===== config.mk =====
export PLATFORM = sky130hd
export DESIGN_NAME = conv_sched
export DESIGN_NICKNAME = d
export VERILOG_FILES = /design/src/rtl/conv_sched_pkg.sv /design/src/rtl/conv_sched_skew_win_mask.sv /design/src/rtl/conv_sched.sv
export SDC_FILE = /design/constraint.sdc
export NUM_CORES = 1
export LEC_CHECK = 0
export BUFFER_PORTS_ARGS = -buffer_cell sky130_fd_sc_hd__buf_2
export CAP_MARGIN = 25
export CORE_MARGIN = 3
export CORE_UTILIZATION = 50
export CTS_BUF_LIST = sky130_fd_sc_hd__clkbuf_16
export DETAILED_ROUTE_END_ITERATION = 16
export PLACE_DENSITY = 0.79
export SLEW_MARGIN = 15
export SYNTH_ARGS = -nofsm -noshare
export SYNTH_HDL_FRONTEND = slang
export SYNTH_SLANG_ARGS = --single-unit

===== constraint.sdc =====
create_clock -name clk -period 5.14 [get_ports clk]
set_input_delay 0.257 -clock clk [delete_from_list [all_inputs] [get_ports clk]]
set_output_delay 0.257 -clock clk [all_outputs]
set_load 0.01 [all_outputs]

===== src/rtl/conv_sched_pkg.sv =====
// Shared types and constants for the systolic-array layer sequencer.
// Pass-cycle counter sizing helper lives here so integrators can size T_W.
package conv_sched_pkg;

    localparam int ROW_DEF = 32;
    localparam int COL_DEF = 32;

    typedef enum logic [2:0] {
        S_IDLE,
        S_WLOAD,
        S_STREAM,
        S_DRAIN,
        S_NEXT,
        S_DONE
    } state_t;

    // Smallest counter width w with 2^w > rows + cols + 2^pix_w.
    function automatic int min_t_w(input int rows, input int cols, input int pix_w);
        int span;
        int w;
        span = rows + cols + (1 << pix_w);
        w = 1;
        while ((1 << w) <= span) begin
            w = w + 1;
        end
        return w;
    endfunction

endpackage


===== src/rtl/conv_sched_skew_win_mask.sv =====
// Skewed window enable mask: bit i is high while base+i <= t < base+i+len,
// for the first 'count' lanes only.
module skew_win_mask #(
    parameter int N     = 32,
    parameter int T_W   = 12,
    parameter int CNT_W = 6
) (
    input  logic [T_W-1:0]   i_t,
    input  logic [T_W-1:0]   i_base,
    input  logic [T_W-1:0]   i_len,
    input  logic [CNT_W-1:0] i_count,
    output logic [N-1:0]     o_mask
);

    // One extra bit so base+i+len cannot wrap.
    localparam int TW1 = T_W + 1;

    logic [TW1-1:0] w_t_x;
    logic [TW1-1:0] w_base_x;
    logic [TW1-1:0] w_len_x;

    assign w_t_x    = {1'b0, i_t};
    assign w_base_x = {1'b0, i_base};
    assign w_len_x  = {1'b0, i_len};

    always_comb begin
        o_mask = '0;
        for (int i = 0; i < N; i++) begin
            if ((i < int'(i_count)) &&
                (w_t_x >= w_base_x + TW1'(i)) &&
                (w_t_x <  w_base_x + TW1'(i) + w_len_x)) begin
                o_mask[i] = 1'b1;
            end
        end
    end

endmodule


===== src/rtl/conv_sched.sv =====
// Layer sequencer for the systolic convolution array: splits filters into
// column-wide tiles, each run as weight load, skewed stream and drain.
module conv_sched
    import conv_sched_pkg::*;
#(
    parameter int ROW    = ROW_DEF,
    parameter int COL    = COL_DEF,
    parameter int PIX_W  = 10,
    parameter int FILT_W = 8,
    parameter int T_W    = 12
) (
    input  logic              clk,
    input  logic              nrst,
    input  logic              start,
    input  logic              abort,
    input  logic [FILT_W-1:0] cfg_num_filter,
    input  logic [5:0]        cfg_rows,
    input  logic [PIX_W-1:0]  cfg_num_pix,
    input  logic              stall,
    input  logic              wload_ack,
    output logic              wload_req,
    output logic [FILT_W-1:0] tile_idx,
    output logic              w_ps,
    output logic [ROW-1:0]    row_en,
    output logic [COL-1:0]    col_en,
    output logic              busy,
    output logic              done
);

    localparam int COLS_W = $clog2(COL + 1);

    state_t            r_state;
    logic [T_W-1:0]    r_t;
    logic [FILT_W-1:0] r_tile_idx;
    logic [FILT_W-1:0] r_remaining;
    logic [5:0]        r_rows;
    logic [PIX_W-1:0]  r_pix;
    logic              r_wload_req;
    logic              r_w_ps;
    logic              r_busy;
    logic              r_done;

    logic [COLS_W-1:0] w_cols;
    logic [T_W-1:0]    w_rows_t;
    logic [T_W-1:0]    w_pix_t;
    logic [T_W-1:0]    w_stream_end;
    logic [T_W-1:0]    w_drain_end;
    logic              w_cfg_zero;
    logic              w_last_tile;
    logic              w_accept;
    logic [ROW-1:0]    w_row_mask;
    logic [COL-1:0]    w_col_mask;

    assign w_cols       = (r_remaining >= FILT_W'(COL)) ? COLS_W'(COL) : COLS_W'(r_remaining);
    assign w_rows_t     = T_W'(r_rows);
    assign w_pix_t      = T_W'(r_pix);
    assign w_stream_end = w_pix_t + w_rows_t - T_W'(2);
    assign w_drain_end  = w_rows_t + T_W'(w_cols) + w_pix_t - T_W'(2);
    assign w_last_tile  = (r_remaining == FILT_W'(w_cols));
    assign w_cfg_zero   = (cfg_num_filter == '0) || (cfg_rows == '0) || (cfg_num_pix == '0);
    assign w_accept     = (r_state == S_IDLE) && start && !abort;

    // Layer configuration is captured once per start and held for the layer.
    always_ff @(posedge clk) begin
        if (w_accept) begin
            r_rows <= cfg_rows;
            r_pix  <= cfg_num_pix;
        end
    end

    always_ff @(posedge clk or negedge nrst) begin
        if (!nrst) begin
            r_state     <= S_IDLE;
            r_t         <= '0;
            r_tile_idx  <= '0;
            r_remaining <= '0;
            r_wload_req <= 1'b0;
            r_w_ps      <= 1'b1;
            r_busy      <= 1'b0;
            r_done      <= 1'b0;
        end else if (abort) begin
            r_state     <= S_IDLE;
            r_t         <= '0;
            r_tile_idx  <= '0;
            r_remaining <= '0;
            r_wload_req <= 1'b0;
            r_w_ps      <= 1'b1;
            r_busy      <= 1'b0;
            r_done      <= 1'b0;
        end else begin
            case (r_state)
                S_IDLE: begin
                    if (start) begin
                        r_tile_idx  <= '0;
                        r_remaining <= cfg_num_filter;
                        r_t         <= '0;
                        if (w_cfg_zero) begin
                            r_state <= S_DONE;
                            r_done  <= 1'b1;
                        end else begin
                            r_state     <= S_WLOAD;
                            r_wload_req <= 1'b1;
                            r_busy      <= 1'b1;
                        end
                    end
                end
                S_WLOAD: begin
                    r_t <= '0;
                    if (wload_ack) begin
                        r_state     <= S_STREAM;
                        r_wload_req <= 1'b0;
                        r_w_ps      <= 1'b0;
                    end
                end
                S_STREAM: begin
                    if (!stall) begin
                        r_t <= r_t + T_W'(1);
                        if (r_t == w_stream_end) begin
                            r_state <= S_DRAIN;
                        end
                    end
                end
                S_DRAIN: begin
                    if (!stall) begin
                        if (r_t == w_drain_end) begin
                            r_state <= S_NEXT;
                            r_w_ps  <= 1'b1;
                        end else begin
                            r_t <= r_t + T_W'(1);
                        end
                    end
                end
                S_NEXT: begin
                    r_remaining <= r_remaining - FILT_W'(w_cols);
                    r_tile_idx  <= r_tile_idx + FILT_W'(1);
                    r_t         <= '0;
                    if (w_last_tile) begin
                        r_state <= S_DONE;
                        r_busy  <= 1'b0;
                        r_done  <= 1'b1;
                    end else begin
                        r_state     <= S_WLOAD;
                        r_wload_req <= 1'b1;
                    end
                end
                S_DONE: begin
                    r_state <= S_IDLE;
                    r_done  <= 1'b0;
                end
                default: begin
                    r_state <= S_IDLE;
                end
            endcase
        end
    end

    skew_win_mask #(
        .N     (ROW),
        .T_W   (T_W),
        .CNT_W (6)
    ) u_row_win (
        .i_t     (r_t),
        .i_base  ('0),
        .i_len   (w_pix_t),
        .i_count (r_rows),
        .o_mask  (w_row_mask)
    );

    skew_win_mask #(
        .N     (COL),
        .T_W   (T_W),
        .CNT_W (COLS_W)
    ) u_col_win (
        .i_t     (r_t),
        .i_base  (w_rows_t),
        .i_len   (w_pix_t),
        .i_count (w_cols),
        .o_mask  (w_col_mask)
    );

    // stall gates the enables combinationally so the array sees no lane
    // activity in the very cycle the source is not ready.
    assign row_en = ((r_state == S_STREAM) && !stall) ? w_row_mask : '0;
    assign col_en = (((r_state == S_STREAM) || (r_state == S_DRAIN)) && !stall) ? w_col_mask : '0;

    assign wload_req = r_wload_req;
    assign tile_idx  = r_tile_idx;
    assign w_ps      = r_w_ps;
    assign busy      = r_busy;
    assign done      = r_done;

endmodule

* Yosys cells after proc, flatten, opt, wreduce, memory -nomap -nowiden
Cells that the tools add are included.
** Word-level totals
- Bits in latches :: 0
- Word-level logic and storage cells :: 585
- Memories :: 0
- Memory bits (writable) :: 0
- Output and inout port bits :: 76
- Register bits :: 51
- Bits in read-only memories :: 0
** Cells by class
- Bitwise gates (word level) :: 0
- Div/mod/pow operators :: 0
- Multiplexer cells :: 107
- Order comparisons :: 193
- Add/subtract/negate cells :: 102
- Reduce and logical (&&, ||, !) cells :: 154
- Multipliers :: 0
- Equal/unequal tests :: 19
- Shifts and indexed selects :: 0
** Operator list (count)
- less-than comparator 12 x 13 -> 1 bit :: 63
- adder 13 x 10 -> 13 bit :: 31
- greater-or-equal comparator 12 x 13 -> 1 bit :: 31
- greater-or-equal comparator 12 x 5 -> 1 bit (second input constant) :: 16
- less-than comparator 5 x 6 -> 1 bit (first input constant) :: 32
- adder 5 x 10 -> 11 bit (first input constant) :: 16
- logical AND 1 bit :: 132
- adder 6 x 5 -> 7 bit (second input constant) :: 16
- greater-or-equal comparator 12 x 4 -> 1 bit (second input constant) :: 8
- less-than comparator 4 x 6 -> 1 bit (first input constant) :: 16
- adder 4 x 10 -> 11 bit (first input constant) :: 8
- two-way mux 1 bit :: 78
- two-way mux 32 bit :: 2
- two-way mux 12 bit :: 5
- adder 6 x 4 -> 7 bit (second input constant) :: 8
- greater-or-equal comparator 12 x 3 -> 1 bit (second input constant) :: 4
- less-than comparator 3 x 6 -> 1 bit (first input constant) :: 8
- one-hot mux 12 bit (4 select lines) :: 1
- adder 3 x 10 -> 11 bit (first input constant) :: 4
- inequality test 3 bit (second input constant) :: 11
- two-way mux 8 bit :: 4
- one-hot mux 8 bit (2 select lines) :: 2
- adder 6 x 3 -> 7 bit (second input constant) :: 4
- two-way mux 3 bit :: 9
- 42 further kinds :: 66

* Depth between registers and ports, before layout
- Depth after elaboration :: 10
- Depth in mapped cells :: 22

* By module
A second synthesis with hierarchy kept.
** Second synthesis, totals
- Cells, all modules :: 8654
- Area total of the unflattened synthesis :: 64648.3 µm²
** Modules (own cells, without submodules)
- skew_win_mask (u_col_win) :: area an instance 30237.8 µm², times used 1, cells an instance 4103
- skew_win_mask (u_row_win) :: area an instance 29828.6 µm², times used 1, cells an instance 4015
- conv_sched :: area an instance 4581.9 µm², times used 1, cells an instance 536

* Least setup slack after synthesis
OpenSTA, ideal clock, no wires.
- Path kind :: register to register
- Start point :: register r_pix[6]
- End point :: register r_t[3]
- Cell stages (with the launch flop) :: 18
- Clock period less this slack :: 5042 ps
- Arrival :: 4918 ps
- Data required time :: 5016 ps
- Path slack :: 98 ps
- Library setup time :: 124 ps
- Cell sequence :: edfxtp_1 clkbuf_1 inv_1 clkbuf_1 buf_1 ha_1 inv_1 fa_1 xor2_1 a22oi_1 nand3_1 nor4_1 nand4_1 a2111oi_4 a31oi_2 buf_6 nor3b_1 a211o_1
** On the way
- Cells in the longest elaborated chain, start to end :: 5
** Ends and longest elaborated chain
- from (decl) :: line conv_sched.sv:37 : logic [PIX_W-1:0] r_pix;
- from (signal assigned) :: line conv_sched.sv:67 : r_pix <= cfg_num_pix;
- adder 7 x 10 -> 11 bit :: line conv_sched.sv:58 : assign w_drain_end = w_rows_t + T_W'(w_cols) + w_pix_t - T_W'(2);
- subtractor 11 x 2 -> 12 bit :: line conv_sched.sv:58
- equality test 12 bit :: line conv_sched.sv:125 : if (r_t == w_drain_end) begin
- inequality test 3 bit (no source line)
- AND reduction 5 bit (no source line)
- to (signal assigned) :: line conv_sched.sv:117 : r_t <= r_t + T_W'(1);
- to (signal assigned) :: line conv_sched.sv:129 : r_t <= r_t + T_W'(1);
- to (decl) :: line conv_sched.sv:33 : logic [T_W-1:0] r_t;
No other way between the ends.
A chain may end at the register's enable or synchronous reset.

* Worst setup path after layout
- Start point :: register r_rows[3]
- End point :: output col_en[2]
** On the way
- Cells in the longest elaborated chain, start to end :: 6
** Ends and longest elaborated chain
- from (decl) :: line conv_sched.sv:36 : logic [5:0] r_rows;
- from (signal assigned) :: line conv_sched.sv:66 : r_rows <= cfg_rows;
- adder 6 x 2 -> 7 bit (*) :: line conv_sched_skew_win_mask.sv:30, conv_sched_skew_win_mask.sv:31
- adder 13 x 10 -> 13 bit or greater-or-equal comparator 12 x 13 -> 1 bit (tied branches) :: line conv_sched_skew_win_mask.sv:31, conv_sched_skew_win_mask.sv:30
- less-than comparator 12 x 13 -> 1 bit or logical AND 1 bit (tied branches) :: line conv_sched_skew_win_mask.sv:31, conv_sched_skew_win_mask.sv:29
- logical AND 1 bit (*) :: line conv_sched_skew_win_mask.sv:30 : (w_t_x >= w_base_x + TW1'(i)) &&
- two-way mux 1 bit (*) :: line conv_sched_skew_win_mask.sv:29 : if ((i < int'(i_count)) &&
- two-way mux 32 bit (*) :: line conv_sched.sv:184 : assign col_en = (((r_state == S_STREAM) || (r_state == S_DRAIN)) && !stall) ? w_col_mask : '0;
- to (decl) :: line conv_sched.sv:25 : output logic [COL-1:0] col_en,
Every way passes the cells marked *; elsewhere a longest branch is shown, timed or not.

==> flow_summary.yaml <==
run_status:
  status: "complete, no violations"
synth:
  synth_top_family_by_area: "adder cells"
  yosysUniqueCellTypes: 79
  synth.most_common_cell: "ha_1"
  netlist_area_um2: 28800
  synth_cells: 3710
  synthMuxAreaShare_pct: 0.143
  synth_warnings: 0
  synth_compound_area_share_pct: 23.9
  async_flop_share_pct: 68.6
  synth_top_area_share_pct: 35.9
  synth_area_leaders: "ha_1, xnor2_1, a21o_1"
  ys.flop_type: "dfrtp_1"
  synth_fa_ha_area_share_pct: 36.9
  synth_commonest_cells: "ha_1, xnor2_1, a21oi_1"
  syn_nets: 4580
  syn_avg_cell_area_um2: 7.76
  synth-seq-area-share_pct: 4.72
  yosys_register_bits: 51
  yosys.area_share.simple_pct: 14.2
  synth_largest_area_cell: "ha_1"
  synth_edf_count: 16
  synthXorXnorAreaFrac_pct: 15.1
clocking:
  clockRootBuffer: "clkbuf_16"
  clkSinkCount: 51
  path_clk_slew_ps: 80
  insertion_delay_ps: 310
  postCtsHoldBufs: 0
  clk_path_buf_depth: 2
  h-tree-depth: 2
  numCtsBuffers: 5
  cts_tree: "built"
floorplanning:
  ioPinCount: 106
  die_h_um: 246
  core_um2: 56700
  dieArea_um2: 60500
  die_w_um: 246
  start_util_pct: 50.8
  num_rows: 87
sta:
  relSlewSlack_pct: 26.7
  final.setup_skew_ps: 12.4
  slew_violations: 0
  period_needed_ps: 4920
  worst_pin_slew_ps: 1100
  max_clock_freq_mhz: 203
  hold_violations: 0
  period_share_pct: 95.7
  rsz0062_at_grt: "true"
  setup_viol: 0
power_and_ir_drop:
  powerDensity_nw_per_um2: 170
  power_w: 0.00524
  peakVddDrop_mv: 0.168
  power.leakage_nw: 16.7
finish:
  final_util_pct: 54.3
  final_area_um2: 30800
  drive_gt1_share_pct: 6.90
  area_growth_pct: 7.06
  nets: 4668
grt:
  grt_pass1_wl_mm: 157
  grt.overflow.total: 0
  antenna_found_initial: 5
  grt_pass1_vias: 27400
  groute.usage.overall_pct: 32.9
  grt_max_degree: 86
worst_setup_path:
  r2r_cells: 16
  r2r_end: "r_t[4]"
  critPathLaunch: "r_rows[3]"
  r2r_slack_ps: 420
  cp-end-kind: "primary output"
  reg2reg_from: "r_remaining[6]"
  crit_end: "col_en[2]"
  critPathKind: "reg2out"
  arrival_ps: 4660
  cp.required_ps: 4880
  crit_path_start_kind: "flip-flop"
  crit_fanout: 20
route:
  vias_per_cell: 6.40
  ant_nets: 0
  first_iter_violations: 3326
  drc_errors: 0
  wl_per_cell_um: 22.6
  vias: 29200
  drtPass1Iterations: 7
  wirelength_mm: 103
placement:
  placed_cell_area_um2: 30600
  hpwl_mm: 75.1
  gp_congestion: 1.02
  port-buffer-count: 105
min_path:
  hp-class: "in2async"
flow_run:
  drv_cap: 0
where the power goes:
group	internal [W]	switching [W]	total [W]
logic	0.00180	0.00257	0.00437
registers	0.000457	0.0000526	0.000510
clock network	0.000186	0.000172	0.000357
total	0.00245	0.00279	0.00524
layout by cell type (no fill, tap or decap), types with 6 or more instances in the layout:
cell and instances:
nand3_1 74, and2_1 12, o21bai_1 37, nor2_1 204, nand2b_1 32, o2111ai_1 22, nor3b_1 8, a21oi_1 313
a2111oi_0 22, nor4_1 14, dfrtp_1 25, buf_4 104, a211oi_1 34, a31oi_1 27, o211ai_1 24, inv_1 236
and3_1 24, a21o_1 290, and4_1 17, o21ai_1 34, nor2b_1 76, xnor2_1 441, fa_1 15, inv_2 7
o22ai_1 7, o21ai_0 155, edfxtp_1 16, dfrtp_4 7, xor2_1 53, a211o_1 10, o21a_1 35, or3_1 6
nand2_1 312, nor3_1 50, ha_1 823, buf_2 105, nand4_1 20
critical path: stages (launching register included):
cell and delay [ps]:
edfxtp_1 370, buf_4 330, ha_2 430, nand2_1 260, xnor2_1 300, inv_1 80
ha_1 320, a21o_1 190, a21o_1 180, a21o_1 190, nand2_1 80, xnor2_1 80
ha_1 330, a21oi_1 160, o221ai_1 140, a2111oi_1 560, buf_4 210, buf_2 120
flip-flops by register name, indices dropped and copies added (netlist names):
signal	cells
r_t	12
r_pix	10
r_remaining	8
tile_idx	8
r_rows	6
r_state	3
busy	1
done	1
w_ps	1
wload_req	1
per-layer routing:
metal  GRT usage, %  vias to the layer above  wire length (um)
li1               -                    13500                 -
met1           43.5                    13400             41000
met2           50.0                     1827             42000
met4           17.5                        8              6650
met3           6.81                      466             13300
met5              0                        -                54
what timing repair did:
| item | in CTS | in global routing |
|---|---|---|
| resized for setup | 0 | 7 |
| setup endpoints to repair | 0 | 9 |
| setup buffers | 0 | 0 |
worst min-delay path by stage:
stage          start             end  depth (start not counted)
6_report        nrst          r_t[9]                          1
5_1_grt         nrst     tile_idx[3]                          1
4_1_cts         nrst  r_remaining[0]                          1
3_5_place_dp    nrst         r_t[11]                          1
3_3_place_gp    nrst            done                          1
2_1_floorplan   nrst            busy                          0
stage by stage:
step           worst slack (ps)  std cells  hold slack, ps  TNS, ps
6_report                    221       4556            61.4        0
3_3_place_gp                457       4547             398        0
3_5_place_dp                412       4547             403        0
4_1_cts                    75.8       4555            77.8        0
5_1_grt                   -3.51       4555             109    -3.51
2_1_floorplan              98.5       3710           -38.6        0
layout make-up:
| type | count | area, um^2 |
|---|---|---|
| Timing Repair Buffer | 213 | 1390 |
| Inverter | 246 | 925 |
| Sequential cell | 51 | 1390 |
| Clock inverter | 3 | 26.3 |
| Fill cell | 5238 | 25900 |
| Antenna cell | 1 | 2.50 |
| Clock buffer | 5 | 125 |
| Tap cell | 756 | 946 |
| Multi-Input combinational cell | 3281 | 26000 |
kinds of logic (layout without fill, tap and decap cells):
group                      count (synthesis)  after routing
AOI/OAI and AO/OA                       1069           1069
buffers and inverters                    378            467
xor gates and xnor gates                 496            496
muxes                                      4              4
and+or+nand+nor                          871            871
other                                      1              2
DFF                                       51             51
adders and majority gates                840            840
No activity file was read; power rests on OpenSTA's default activity.
